$ cat src/rtl/mpt_pkg.sv
// Shared types for the MPT walker request scheduler: transaction payload, CSR image,
// scheduler FSM states and slot-table entries.
package mpt_pkg;

    localparam int unsigned XLEN                 = 64;
    localparam int unsigned MPTW_SCHED_MAX_REQ   = 8;
    localparam int unsigned MPTW_SCHED_MAX_SLOTS = 16;
    localparam int unsigned MPTW_SCHED_REQ_W     = $clog2(MPTW_SCHED_MAX_REQ);
    localparam int unsigned MPTW_SCHED_ID_W      = $clog2(MPTW_SCHED_MAX_SLOTS);

    typedef enum logic [1:0] {
        ACCESS_NONE,
        ACCESS_READ,
        ACCESS_WRITE,
        ACCESS_EXECUTE
    } mpt_access_e;

    typedef enum logic [2:0] {
        FMT_NO_ERROR,
        FMT_RESERVED_BITS,
        FMT_LEAF_MISALIGNED,
        FMT_INVALID_MODE
    } page_format_fault_e;

    typedef struct packed {
        logic [3:0]  mode;
        logic [15:0] sdid;
        logic [43:0] ppn;
    } mmpt_reg_t;

    typedef struct packed {
        logic                       valid;
        logic [MPTW_SCHED_ID_W-1:0] id;
        logic                       speculative;
        logic                       plb_hit;
        logic                       completed;
        logic                       walking;
        mmpt_reg_t                  mmpt;
        logic [XLEN-1:0]            spa;
        mpt_access_e                access_type;
        logic [63:0]                mpte;
        logic [XLEN-1:0]            mpte_ptr;
        logic                       access_fault;
        page_format_fault_e         format_error;
    } mptw_transaction_t;

    typedef enum logic [1:0] {
        IDLE,
        ISSUE,
        DRAIN
    } sched_state_e;

    typedef struct packed {
        logic                        valid;
        logic [MPTW_SCHED_REQ_W-1:0] owner;
    } sched_slot_t;

endpackage

$ cat src/rtl/mptw_rr_arbiter.sv
// Round-robin picker: one-hot grant to the first requester at or after ptr_i.
module mptw_rr_arbiter #(
    parameter int unsigned NUM_REQ = 2,
    parameter int unsigned PTR_W   = 3
) (
    input  logic [NUM_REQ-1:0] req_i,
    input  logic [PTR_W-1:0]   ptr_i,
    output logic [NUM_REQ-1:0] gnt_o
);

    logic found;

    always_comb begin
        gnt_o = '0;
        found = 1'b0;
        for (int unsigned i = 0; i < NUM_REQ; i++) begin
            for (int unsigned j = 0; j < NUM_REQ; j++) begin
                if (!found && req_i[j] && (((32'(ptr_i) + i) % NUM_REQ) == j)) begin
                    gnt_o[j] = 1'b1;
                    found    = 1'b1;
                end
            end
        end
    end

endmodule

$ cat src/rtl/mptw_request_scheduler.sv
// Issues requester transactions into the MPT walking pipeline and routes completions back.
// Optional performance counters: define MPTW_SCHED_PERF_CNT_EN.
module mptw_request_scheduler
    import mpt_pkg::*;
#(
    parameter int unsigned NUM_REQ             = 2,
    parameter int unsigned MAX_OUTSTANDING     = 4,
    parameter int unsigned PIPELINE_DATA_WIDTH = $bits(mptw_transaction_t)
) (
    input  logic                               clk_i,
    input  logic                               rst_ni,
    input  logic [NUM_REQ-1:0]                 req_valid_i,
    output logic [NUM_REQ-1:0]                 req_ready_o,
    input  logic [NUM_REQ-1:0][XLEN-1:0]       req_spa_i,
    input  mpt_access_e [NUM_REQ-1:0]          req_access_i,
    input  mmpt_reg_t                          mmpt_i,
    input  logic                               mmpt_update_i,
    output logic                               walk_valid_o,
    input  logic                               walk_ready_i,
    output logic [PIPELINE_DATA_WIDTH-1:0]     walk_data_o,
    input  logic                               cmpl_valid_i,
    output logic                               cmpl_ready_o,
    input  logic [PIPELINE_DATA_WIDTH-1:0]     cmpl_data_i,
    output logic [NUM_REQ-1:0]                 rsp_valid_o,
    output logic                               rsp_access_fault_o,
    output page_format_fault_e                 rsp_format_error_o,
    output logic                               busy_o,
    output logic                               spurious_cmpl_o
`ifdef MPTW_SCHED_PERF_CNT_EN
    ,
    output logic [31:0]                        perf_issued_o,
    output logic [31:0]                        perf_faults_o,
    output logic [31:0]                        perf_stall_cycles_o
`endif
);

    localparam int unsigned TXN_W  = $bits(mptw_transaction_t);
    localparam int unsigned SLOT_W = (MAX_OUTSTANDING > 1) ? $clog2(MAX_OUTSTANDING) : 1;
    localparam int unsigned REQ_W  = MPTW_SCHED_REQ_W;
    localparam int unsigned ID_W   = MPTW_SCHED_ID_W;

    sched_state_e       state_q, state_d;
    logic [REQ_W-1:0]   rr_ptr_q, rr_ptr_d;
    logic [REQ_W-1:0]   grant_q, grant_d;
    logic               walk_valid_q, walk_valid_d;
    mptw_transaction_t  walk_txn_q, walk_txn_d;
    logic [NUM_REQ-1:0] rsp_valid_q, rsp_valid_d;
    logic               rsp_fault_q, rsp_fault_d;
    page_format_fault_e rsp_fmt_q, rsp_fmt_d;
    logic               spurious_q, spurious_d;
    mmpt_reg_t          mmpt_active_q, mmpt_active_d;
    mmpt_reg_t          mmpt_latched_q, mmpt_latched_d;
    logic               update_pend_q, update_pend_d;
    sched_slot_t        slot_q [MAX_OUTSTANDING];
    sched_slot_t        slot_d [MAX_OUTSTANDING];

    logic [NUM_REQ-1:0] arb_gnt;
    logic [REQ_W-1:0]   gnt_idx;
    logic [XLEN-1:0]    sel_spa;
    mpt_access_e        sel_access;
    logic               any_slot;
    logic               free_found;
    logic [ID_W-1:0]    free_id;
    logic [TXN_W-1:0]   walk_bits;
    logic [TXN_W-1:0]   cmpl_bits;
    mptw_transaction_t  cmpl_txn;
    logic [SLOT_W-1:0]  cmpl_slot;
    logic [SLOT_W-1:0]  iss_slot;
    logic               cmpl_hit;
    logic               handshake;
    logic               unused_cmpl;

    mptw_rr_arbiter #(
        .NUM_REQ (NUM_REQ),
        .PTR_W   (REQ_W)
    ) u_rr_arbiter (
        .req_i (req_valid_i),
        .ptr_i (rr_ptr_q),
        .gnt_o (arb_gnt)
    );

    assign cmpl_bits   = TXN_W'(cmpl_data_i);
    assign cmpl_txn    = cmpl_bits;
    assign unused_cmpl = ^cmpl_bits;
    assign cmpl_slot   = cmpl_txn.id[SLOT_W-1:0];
    assign iss_slot    = walk_txn_q.id[SLOT_W-1:0];
    assign handshake   = walk_valid_q & walk_ready_i;
    assign cmpl_hit    = cmpl_valid_i && (32'(cmpl_txn.id) < MAX_OUTSTANDING) && slot_q[cmpl_slot].valid;

    // Slot occupancy, lowest free id and the granted requester's payload.
    always_comb begin
        any_slot   = 1'b0;
        free_found = 1'b0;
        free_id    = '0;
        for (int unsigned i = 0; i < MAX_OUTSTANDING; i++) begin
            if (slot_q[i].valid) begin
                any_slot = 1'b1;
            end else if (!free_found) begin
                free_found = 1'b1;
                free_id    = ID_W'(i);
            end
        end
        gnt_idx    = '0;
        sel_spa    = '0;
        sel_access = ACCESS_NONE;
        for (int unsigned j = 0; j < NUM_REQ; j++) begin
            if (arb_gnt[j]) begin
                gnt_idx    = REQ_W'(j);
                sel_spa    = req_spa_i[j];
                sel_access = req_access_i[j];
            end
        end
    end

    // Scheduler FSM, slot table and completion routing.
    always_comb begin
        state_d        = state_q;
        rr_ptr_d       = rr_ptr_q;
        grant_d        = grant_q;
        walk_valid_d   = walk_valid_q;
        walk_txn_d     = walk_txn_q;
        rsp_valid_d    = '0;
        rsp_fault_d    = 1'b0;
        rsp_fmt_d      = FMT_NO_ERROR;
        spurious_d     = spurious_q;
        mmpt_active_d  = mmpt_active_q;
        mmpt_latched_d = mmpt_latched_q;
        update_pend_d  = update_pend_q;
        slot_d         = slot_q;

        if (mmpt_update_i) begin
            mmpt_latched_d = mmpt_i;
        end

        unique case (state_q)
            IDLE: begin
                if (mmpt_update_i) begin
                    state_d = DRAIN;
                end else if ((|req_valid_i) && free_found) begin
                    state_d                = ISSUE;
                    grant_d                = gnt_idx;
                    walk_valid_d           = 1'b1;
                    walk_txn_d             = '0;
                    walk_txn_d.valid       = 1'b1;
                    walk_txn_d.id          = free_id;
                    walk_txn_d.walking     = 1'b1;
                    walk_txn_d.mmpt        = mmpt_active_q;
                    walk_txn_d.spa         = sel_spa;
                    walk_txn_d.access_type = sel_access;
                end
            end
            ISSUE: begin
                if (mmpt_update_i) begin
                    update_pend_d = 1'b1;
                end
                if (handshake) begin
                    walk_valid_d           = 1'b0;
                    rr_ptr_d               = (grant_q == REQ_W'(NUM_REQ - 1)) ? '0 : grant_q + 1'b1;
                    slot_d[iss_slot].valid = 1'b1;
                    slot_d[iss_slot].owner = grant_q;
                    state_d                = (update_pend_q || mmpt_update_i) ? DRAIN : IDLE;
                    update_pend_d          = 1'b0;
                end
            end
            DRAIN: begin
                if (!any_slot && !mmpt_update_i) begin
                    mmpt_active_d = mmpt_latched_q;
                    state_d       = IDLE;
                end
            end
            default: state_d = IDLE;
        endcase

        if (cmpl_valid_i) begin
            if (cmpl_hit) begin
                slot_d[cmpl_slot].valid = 1'b0;
                for (int unsigned j = 0; j < NUM_REQ; j++) begin
                    if (slot_q[cmpl_slot].owner == REQ_W'(j)) begin
                        rsp_valid_d[j] = 1'b1;
                    end
                end
                rsp_fault_d = cmpl_txn.access_fault;
                rsp_fmt_d   = cmpl_txn.format_error;
            end else begin
                spurious_d = 1'b1;
            end
        end
    end

    always_ff @(posedge clk_i or negedge rst_ni) begin
        if (!rst_ni) begin
            state_q        <= IDLE;
            rr_ptr_q       <= '0;
            grant_q        <= '0;
            walk_valid_q   <= 1'b0;
            walk_txn_q     <= '0;
            rsp_valid_q    <= '0;
            rsp_fault_q    <= 1'b0;
            rsp_fmt_q      <= FMT_NO_ERROR;
            spurious_q     <= 1'b0;
            mmpt_active_q  <= '0;
            mmpt_latched_q <= '0;
            update_pend_q  <= 1'b0;
            for (int unsigned i = 0; i < MAX_OUTSTANDING; i++) begin
                slot_q[i] <= '0;
            end
        end else begin
            state_q        <= state_d;
            rr_ptr_q       <= rr_ptr_d;
            grant_q        <= grant_d;
            walk_valid_q   <= walk_valid_d;
            walk_txn_q     <= walk_txn_d;
            rsp_valid_q    <= rsp_valid_d;
            rsp_fault_q    <= rsp_fault_d;
            rsp_fmt_q      <= rsp_fmt_d;
            spurious_q     <= spurious_d;
            mmpt_active_q  <= mmpt_active_d;
            mmpt_latched_q <= mmpt_latched_d;
            update_pend_q  <= update_pend_d;
            slot_q         <= slot_d;
        end
    end

    // Ready is the handshake itself, so it cannot be a registered copy.
    always_comb begin
        req_ready_o = '0;
        for (int unsigned j = 0; j < NUM_REQ; j++) begin
            if (handshake && (grant_q == REQ_W'(j))) begin
                req_ready_o[j] = 1'b1;
            end
        end
    end

    assign walk_bits          = walk_txn_q;
    assign walk_data_o        = PIPELINE_DATA_WIDTH'(walk_bits);
    assign walk_valid_o       = walk_valid_q;
    assign cmpl_ready_o       = 1'b1;
    assign rsp_valid_o        = rsp_valid_q;
    assign rsp_access_fault_o = rsp_fault_q;
    assign rsp_format_error_o = rsp_fmt_q;
    assign spurious_cmpl_o    = spurious_q;
    assign busy_o             = (state_q != IDLE) || any_slot || (|req_valid_i);

`ifdef MPTW_SCHED_PERF_CNT_EN
    logic [31:0] perf_issued_q, perf_issued_d;
    logic [31:0] perf_faults_q, perf_faults_d;
    logic [31:0] perf_stall_q, perf_stall_d;

    always_comb begin
        perf_issued_d = perf_issued_q + 32'(handshake);
        perf_faults_d = perf_faults_q +
                        32'(cmpl_hit && (cmpl_txn.access_fault || (cmpl_txn.format_error != FMT_NO_ERROR)));
        perf_stall_d  = perf_stall_q + 32'(walk_valid_q && !walk_ready_i);
    end

    always_ff @(posedge clk_i or negedge rst_ni) begin
        if (!rst_ni) begin
            perf_issued_q <= '0;
            perf_faults_q <= '0;
            perf_stall_q  <= '0;
        end else begin
            perf_issued_q <= perf_issued_d;
            perf_faults_q <= perf_faults_d;
            perf_stall_q  <= perf_stall_d;
        end
    end

    assign perf_issued_o       = perf_issued_q;
    assign perf_faults_o       = perf_faults_q;
    assign perf_stall_cycles_o = perf_stall_q;
`endif

endmodule

$ cat config.mk
export PLATFORM = sky130hd
export DESIGN_NAME = mptw_request_scheduler
export DESIGN_NICKNAME = d
export VERILOG_FILES = /design/src/rtl/mpt_pkg.sv /design/src/rtl/mptw_rr_arbiter.sv /design/src/rtl/mptw_request_scheduler.sv
export SDC_FILE = /design/constraint.sdc
export NUM_CORES = 1
export LEC_CHECK = 0
export BUFFER_PORTS_ARGS = -buffer_cell sky130_fd_sc_hd__buf_2
export CORE_AREA = 2 2 292 294
export CTS_CLUSTER_DIAMETER = 50
export DETAILED_ROUTE_END_ITERATION = 8
export DIE_AREA = 0 0 294 296
export GPL_TIMING_DRIVEN = 1
export PLACE_DENSITY_LB_ADDON = 0.12
export RECOVER_POWER = 100
export SYNTH_ARGS = -nofsm -noshare
export SYNTH_HDL_FRONTEND = slang
export SYNTH_SLANG_ARGS = --single-unit
$ cat constraint.sdc
create_clock -name clk_i -period 4.3 [get_ports clk_i]
set_input_delay 0.215 -clock clk_i [delete_from_list [all_inputs] [get_ports clk_i]]
set_output_delay 0.215 -clock clk_i [all_outputs]
set_load 0.05 [all_outputs]
# Word level (Yosys, flattened, before mapping)
# Index checks and enable logic that the tools add are counted.
[totals] mem_bits_rw=0 rom_bits=0 ff_bits=292 n_memories=0 latch_bits=0 inputBits=474
[op_classes] n_addsub=2 multipliers=0 shift=0 bitwise=5 n_mux=64 div_mod_pow=0 reduce_logical=39 magnitude_cmp=5 n_eq_ne=9
[op_table] operator="64-bit 2-to-1 mux" n=2
[op_table] operator="32-bit logical NOT" n=2
[op_table] operator="16-bit 2-to-1 mux" n=4
[op_table] operator="16-bit bitwise mux" n=3
[op_table] operator="4-bit 2-to-1 mux" n=8
[op_table] operator="1-bit 2-to-1 mux" n=29
[op_table] operator="4-bit demux with 2-bit select" n=3
[op_table] operator="2-bit 2-to-1 mux" n=9
[op_table] operator="1-bit logical AND" n=15
[op_table] operator="3-bit 2-to-1 mux" n=3
[op_table] operator="4-bit binary-select mux with 2-bit select" n=1
[op_table] operator="2-bit inequality test (second input constant)" n=4
[op_table] operator="2-bit AND reduction" n=4
[op_table] operator="3-bit >= comparator (second input constant)" n=2
[op_table] operator="3-bit logical NOT" n=2
[op_table] operator="3-bit by 1-bit less-than comparator with 1-bit output (second input constant)" n=2
[op_table] operator="2-bit NOT with 3-bit output" n=2
[op_table] operator="2-bit one-hot mux with 3 select lines" n=1
[op_table] operator="3-bit AND reduction" n=2
[op_table] operator="2-bit nonzero test" n=3
[op_table] operator="1-bit logical NOT" n=5
[op_table] operator="4-bit by 3-bit less-than comparator with 1-bit output (second input constant)" n=1
[op_table] operator="4-bit AND reduction" n=1
[op_table] operator="3-bit by 1-bit equality test with 1-bit output (second input constant)" n=1
[op_table] operator="other kinds (11)" n=15

# Longest topological paths before layout
# Gate-level depths: netlist (run 1).
[depth] depth_word=16 ltp_mapped=6 depth_no_buf=3

# Modules after synthesis
# Synthesis (run 1) repeated with hierarchy kept, for this count alone.
[hier_totals] cells_unflattened=891 area_unflattened_um2=12932.4
[modules_own_cells] module="mptw_request_scheduler" cells_per_inst=888 area_each_um2=12913.6 n_inst=1
[modules_own_cells] module="mptw_rr_arbiter" cells_per_inst=3 area_each_um2=18.8 n_inst=1

# Worst setup path before layout (run 1)
# OpenSTA, ideal clock, no wires.
[synth_path] kind="reg2reg" from="register walk_valid_q, in the netlist walk_valid_o" to="register with a tool-made name" path_stages_with_launch=4 n_path_buf=0 path_slack_ns=2.487 arrival_ns=1.688 synth_period_minus_slack_ns=1.813 cell_sequence="dfrtp_1 > nand4b_1 > nor3b_1 > mux2_2"
[synth_lines] item="from (decl)" line="mptw_request_scheduler.sv:45" rtl="logic walk_valid_q, walk_valid_d;"
[synth_lines] item="from (signal assigned)" line="mptw_request_scheduler.sv:211" rtl="walk_valid_q <= walk_valid_d;"

# Worst setup path in the final report (run 1)
[layout_path] from="register slot_q[15] (netlist bit)" to="register mmpt_active_q[56] (netlist bit)"
[layout_via] elab_chain_cells=7
[layout_rtl] item="from (decl)" line="mptw_request_scheduler.sv:54" rtl="sched_slot_t slot_q [MAX_OUTSTANDING];"
[layout_rtl] item="from (signal assigned)" line="mptw_request_scheduler.sv:220" rtl="slot_q <= slot_d;"
[layout_rtl] item="1-bit 2-to-1 mux (4 in series)" line="mptw_request_scheduler.sv:96" rtl="if (slot_q[i].valid) begin"
[layout_rtl] item="1-bit logical NOT" line="mptw_request_scheduler.sv:166" rtl="if (!any_slot && !mmpt_update_i) begin"
[layout_rtl] item="1-bit logical AND" line="mptw_request_scheduler.sv:166"
[layout_rtl] item="2-bit AND reduction (no source line)"
[layout_rtl] item="to (signal assigned)" line="mptw_request_scheduler.sv:217" rtl="mmpt_active_q <= mmpt_active_d;"
[layout_rtl] item="to (decl)" line="mptw_request_scheduler.sv:51" rtl="mmpt_reg_t mmpt_active_q, mmpt_active_d;"
# No other way between the ends.
# A chain may end at the register's enable or synchronous reset.

==> results of run 1 <==
power by group through the flow:
stage | Sequential (mW) | Clock, mW | Combinational [mW]
2_1_floorplan | 6.39 | 0 | 2.29
3_3_place_gp | 4.36 | 0 | 5.68
3_5_place_dp | 4.38 | 0 | 5.70
4_1_cts | 4.36 | 4.38 | 5.84
5_1_grt | 4.50 | 4.50 | 5.56
6_report | 4.34 | 4.19 | 5.23
layout by cell type (no fill, tap or decap), types with 5 or more instances in the layout:
| master | count |
|---|---|
| dfrtp_1 | 290 |
| buf_2 | 207 |
| mux2_2 | 178 |
| clkbuf_1 | 154 |
| dlygate4sd3_1 | 140 |
| conb_1 | 138 |
| mux2_1 | 82 |
| a32o_1 | 66 |
| clkbuf_16 | 52 |
| clkinvlp_4 | 12 |
| nand2_1 | 10 |
| and2_0 | 6 |
| o21ai_0 | 6 |
| nor2_1 | 6 |
| bufinv_16 | 6 |
| clkbuf_8 | 6 |
| nor2b_1 | 5 |
| a31oi_1 | 5 |
| clkinv_2 | 5 |
| buf_4 | 5 |
synthesized netlist by cell type (all sizes together), types with 2 or more instances:
| cell type | number | area share, % |
|---|---|---|
| nor3b | 3 | 0.21 |
| nand3 | 4 | 0.35 |
| inv | 4 | 0.12 |
| a21oi | 2 | 0.077 |
| mux4 | 2 | 0.35 |
| nand2b | 2 | 0.096 |
| and2 | 6 | 0.29 |
| or2 | 4 | 0.19 |
| nor3 | 2 | 0.077 |
| nor2b | 5 | 0.24 |
| dfrtp | 290 | 56 |
| conb | 2 | 0.058 |
| o21ba | 2 | 0.20 |
| o21ai | 6 | 0.23 |
| mux2i | 3 | 0.23 |
| nand2 | 10 | 0.29 |
| mux2 | 262 | 24 |
| a31oi | 5 | 0.24 |
| o22a | 2 | 0.13 |
| a32o | 66 | 5.1 |
| nor2 | 6 | 0.23 |
| clkbuf | 21 | 0.60 |
| buf | 171 | 9.7 |
| nand3b | 2 | 0.12 |
sequential cells by signal (all words and copies together), names as in the netlist, named ones only:
name	cells
walk_data_o	133
mmpt_active_q	64
mmpt_latched_q	64
slot_q	4
rsp_format_error_o	3
rsp_valid_o	2
state_q	2
grant_q	1
rr_ptr_q	1
rsp_access_fault_o	1
spurious_cmpl_o	1
update_pend_q	1
walk_valid_o	1
logic make-up (layout without fill, tap and decap cells):
family | after synthesis | after routing | synth area share (%)
other | 2 | 139 | 0.0576
AO/OA/AOI/OAI | 89 | 89 | 6.32
AND/OR/NAND/NOR | 51 | 51 | 2.66
multiplexers | 267 | 267 | 24.9
flip-flops | 290 | 290 | 55.6
buffers and inverters | 196 | 604 | 10.4
metal layers:
metal	wire length, microns	vias up
met5	84	-
met4	900	12
met3	4250	70
met2	18700	381
met1	16800	4348
li1	-	3967
worst max path at each step:
stage                                   from                             to  slack (ps)  cells after the start
finish                  slot_q[15]$_DFF_PN0_  mmpt_active_q[56]$_DFFE_PN0P_        1120                      4
global route            slot_q[15]$_DFF_PN0_  mmpt_active_q[56]$_DFFE_PN0P_         870                      4
CTS                  rr_ptr_q[0]$_DFFE_PN0P_   walk_data_o[140]$_DFFE_PN0P_        1600                      5
detailed placement    state_q[0]$_DFFE_PN0P_   walk_data_o[139]$_DFFE_PN0P_        1660                      4
global placement      state_q[0]$_DFFE_PN0P_   walk_data_o[139]$_DFFE_PN0P_        1640                      4
floorplan           walk_valid_o$_DFFE_PN0P_                           flop        2490                      3
worst max-delay path, stage by stage (launching register included):
cell      delay (ps)
dfrtp_1          430
nor4_1           810
nand3_4          580
clkbuf_2         680
mux2_1           520
layout make-up:
cell class | count | area, sq um
inverters | 4 | 15.0
flip-flops and latches | 290 | 7260
fillers | 9170 | 66000
clock buffers | 65 | 1410
clock inverters | 28 | 363
diodes | 1 | 2.50
repair buffers | 507 | 3130
well taps | 1090 | 1360
multi-input cells | 545 | 4710
==> results.json, run 1 <==
{
  "syn2layout_area_growth_pct": 39.8,
  "p_int_mw": 7.91,
  "die_w_microns": 294,
  "cp-start-kind": "flop",
  "required_ps": 4760,
  "hp-class": "in -> reg",
  "grt-ovfl-total": 0,
  "violations": "capacitance limit, slew limit",
  "drc": 0,
  "power_mw": 13.8,
  "rrSetupSlack_ps": 1120,
  "tritoncts": "built",
  "timing.fmax_ghz": 0.314,
  "switchingPower_mw": 5.84,
  "worst_pin_slew_ps": 2680,
  "cts_resized": 0,
  "drv_cap": 2,
  "dpl.hpwl_mm": 27.1,
  "core_sq_mm": 0.0842,
  "switching_share_pct": 42.5,
  "antenna_found_initial": 10,
  "wire_per_inst_microns": 16.1,
  "crit_path_end_kind": "flop",
  "p_leak_nw": 8.00,
  "critPathMaxFanout": 23,
  "wl_mm": 40.7,
  "arrival_ps": 3640,
  "grt_pass1_vias": 9160,
  "num_rows": 107,
  "place_congestion": 0.680,
  "viasPerCell": 3.47,
  "setup_viol": 0,
  "p_comb_share_pct": 38.0,
  "fin_crit_ps": 3180,
  "setup_slack_ps": 1120,
  "syn_avg_cell_area_sq_um": 14.6,
  "async_flop_share_pct": 100,
  "ys_ff_latch": 290,
  "clock_path_buffers": 3,
  "synth_seq_area_share_pct": 55.6,
  "grt_use_total_pct": 9.03,
  "grt_max_degree": 101,
  "clockRootBuffer": "clkbuf_16",
  "die_y_microns": 296,
  "syn_area_sq_mm": 0.0130,
  "num_vias": 8778,
  "insertion_delay_ps": 590,
  "p_per_area_mw_per_mm2": 754,
  "worstHoldStart": "req_spa_i[43]",
  "grtUsageMet2_pct": 14.4,
  "drtAntennaViolNets": 0,
  "syn_inst": 895,
  "numPortBuffers": 355,
  "hold_depth": 3,
  "finalSetupTns_ps": 0,
  "dp_cells": 2296,
  "clk_pin_slew_ps": 50,
  "top_usage_layer": "met2",
  "clkSinkCount": 290,
  "dr.first_iter.drc_count": 241,
  "finalNonFillerCells": 2530,
  "grt_pass1_wl_mm": 59.1,
  "fin_nets": 1873,
  "rr_startpoint": "slot_q[15]$_DFF_PN0_",
  "grtUsageMet1_pct": 10.8,
  "synth_edf_count": 0,
  "gr-usage-met3_pct": 4.24,
  "path_class": "reg -> reg",
  "timing.slew.headroom_pct": -78.9,
  "placed_area_sq_mm": 0.0155,
  "ys_types": 46,
  "firstDrtPassIters": 6,
  "worstRegToRegCells": 4,
  "drive_gt1_share_pct": 34.7,
  "hold_end": "walk_data_o[177]$_DFFE_PN0P_",
  "fin_area_sq_mm": 0.0182,
  "initial_core_util_pct": 15.5,
  "die_area_sq_mm": 0.0870,
  "yosys_most_used_dff": "dfrtp_1",
  "cts_buffers": 51,
  "dpl_worst_slack_ps": 1660,
  "post-cts-setup-buffer-count": 0,
  "io-pin-count": 757,
  "fin_hold_ws_ps": 36.1,
  "outcome": "finished with violations",
  "skew_ps": 20.9,
  "ir_drop_mv": 0.349,
  "hold_buffers": 140,
  "yosysWarningCount": 0,
  "utilization_pct": 21.7,
  "p_seq_share_pct": 31.5,
  "rr_endpoint": "mmpt_active_q[56]$_DFFE_PN0P_",
  "hold_violations": 0,
  "fin_crit_sh_pct": 74.0,
  "pwr-share-clk_pct": 30.5,
  "htree_levels": 2,
  "rsz0062_at_grt": "no",
  "maxSlewViolCount": 162
}
No activity file was read; power rests on OpenSTA's default activity.
==> inputs of run 2 (changes only) <==
- clock period: 4.3 -> 2.8 ns (I/O delays scaled with it)
==> results.json, run 2 (synthesis results as in run 1) <==
{
  "num_rows": 107,
  "hold_end": "slot_q[15]$_DFF_PN0_",
  "fin_crit_ps": 2560,
  "layout_common_cells": "dfrtp_1 (290), buf_2 (207), dlygate4sd3_1 (203)",
  "ir_drop_mv": 0.477,
  "required_ps": 3310,
  "grt_max_degree": 73,
  "p_leak_nw": 8.33,
  "final_common_cell": "dfrtp_1",
  "worstHoldStart": "cmpl_data_i[268]",
  "worst_pin_slew_ps": 1700,
  "timing.fmax_ghz": 0.391,
  "timing.slew.headroom_pct": -13.4,
  "htree_levels": 2,
  "tritoncts": "built",
  "largest_reg_flops": 133,
  "dpl_worst_slack_ps": 638,
  "outcome": "finished with violations",
  "finalNonFillerCells": 2602,
  "rsz0062_at_grt": "no",
  "dr.first_iter.drc_count": 215,
  "die_w_microns": 294,
  "drive_gt1_share_pct": 33.4,
  "hold_depth": 4,
  "hold_violations": 0,
  "rr_startpoint": "rr_ptr_q[0]$_DFFE_PN0P_",
  "setup_slack_ps": 241,
  "route.met2.wl_mm": 18.6,
  "wl_met3_mm": 3.87,
  "initial_core_util_pct": 15.5,
  "critPathMaxFanout": 58,
  "io-pin-count": 757,
  "grt_pass1_vias": 9313,
  "setup_viol": 0,
  "dpl.hpwl_mm": 27.7,
  "syn2layout_area_growth_pct": 45.0,
  "die_area_sq_mm": 0.0870,
  "hp-class": "in -> reg",
  "grt-ovfl-total": 0,
  "wl_met1_mm": 16.8,
  "rr_endpoint": "walk_data_o[174]$_DFFE_PN0P_",
  "clockRootBuffer": "clkbuf_16",
  "drv_cap": 1,
  "rrSetupSlack_ps": 240,
  "place_congestion": 0.687,
  "clkSinkCount": 290,
  "crit_path_end_kind": "flop",
  "cp-start-kind": "flop",
  "die_y_microns": 296,
  "maxSlewViolCount": 56,
  "cts_buffers": 52,
  "worstRegToRegCells": 5,
  "dr.max_layer_used": "met5",
  "numPortBuffers": 355,
  "dp_cells": 2302,
  "num_vias": 9097,
  "clk_pin_slew_ps": 50,
  "core_sq_mm": 0.0842,
  "fin_crit_sh_pct": 91.4,
  "arrival_ps": 3060,
  "grt_pass1_wl_mm": 59.2,
  "viasPerCell": 3.50,
  "drc": 0,
  "insertion_delay_ps": 590,
  "fin_nets": 1943,
  "finalSetupTns_ps": 0,
  "wire_per_inst_microns": 15.5,
  "firstDrtPassIters": 4,
  "wl_mm": 40.4,
  "drtAntennaViolNets": 0,
  "clock_path_buffers": 3,
  "antenna_found_initial": 10,
  "violations": "capacitance limit, slew limit",
  "p_per_area_mw_per_mm2": 1120,
  "skew_ps": 20.6,
  "path_class": "reg -> reg",
  "grt_use_total_pct": 9.00
}
## run 2: layout make-up
cell class	count	area [sq um]
antenna	4	10.0
tap	1090	1360
clock inverter	23	275
sequential	290	7260
timing repair buffer	576	3810
fill	9137	65300
clock buffer	70	1480
multi-input combinational	545	4700
inverter	4	15.0
## run 2: metal layers
metal	GRT usage [%]	vias to the layer above
li1	-	4113
met1	10.9	4522
met2	14.3	375
met3	3.95	77
met4	3.01	10
met5	0	-
## run 2: worst max-delay path by stage
stage,slack (ps),cells after the start,to,from
after floorplan,990,3,flop,walk_valid_o$_DFFE_PN0P_
after global placement,660,4,walk_data_o[255]$_DFFE_PN0P_,slot_q[15]$_DFF_PN0_
after detailed placement,640,4,walk_data_o[256]$_DFFE_PN0P_,slot_q[7]$_DFF_PN0_
after CTS,150,5,walk_data_o[174]$_DFFE_PN0P_,rr_ptr_q[0]$_DFFE_PN0P_
after global routing,70,5,walk_data_o[153]$_DFFE_PN0P_,rr_ptr_q[0]$_DFFE_PN0P_
final,240,5,walk_data_o[174]$_DFFE_PN0P_,rr_ptr_q[0]$_DFFE_PN0P_
## run 2: critical path, cell delays in order (launching register included)
cell and delay (ps):
dfrtp_1 430, a21boi_4 420, buf_4 640, a32o_1 240, dlygate4sd3_1 580, mux2_2 140
## run 2: stage by stage
step	utilization, %	power [mW]	cell area (sq um)	hold slack (ps)
2_1_floorplan	-	13.3	13600	-156
3_3_place_gp	18.5	15.4	15600	132
3_5_place_dp	18.5	15.5	15600	134
4_1_cts	23.0	22.4	19400	2.00
5_1_grt	22.5	22.4	18900	4.01
6_report	22.5	21.1	18900	34.7
## run 2: report_power, final
group / internal (mW) / switching, mW / total [mW]
logic: 2.37 / 5.77 / 8.15
registers: 5.79 / 0.856 / 6.65
clock network: 4.05 / 2.25 / 6.31
total: 12.2 / 8.88 / 21.1
## run 2: repair_timing
action / CTS / global route
buffers inserted: 0 / 0
setup endpoints to repair: 0 / 0
endpoints found under the hold margin: 321 / 0
gates resized for setup: 0 / 0
hold buffers: 203 / 0
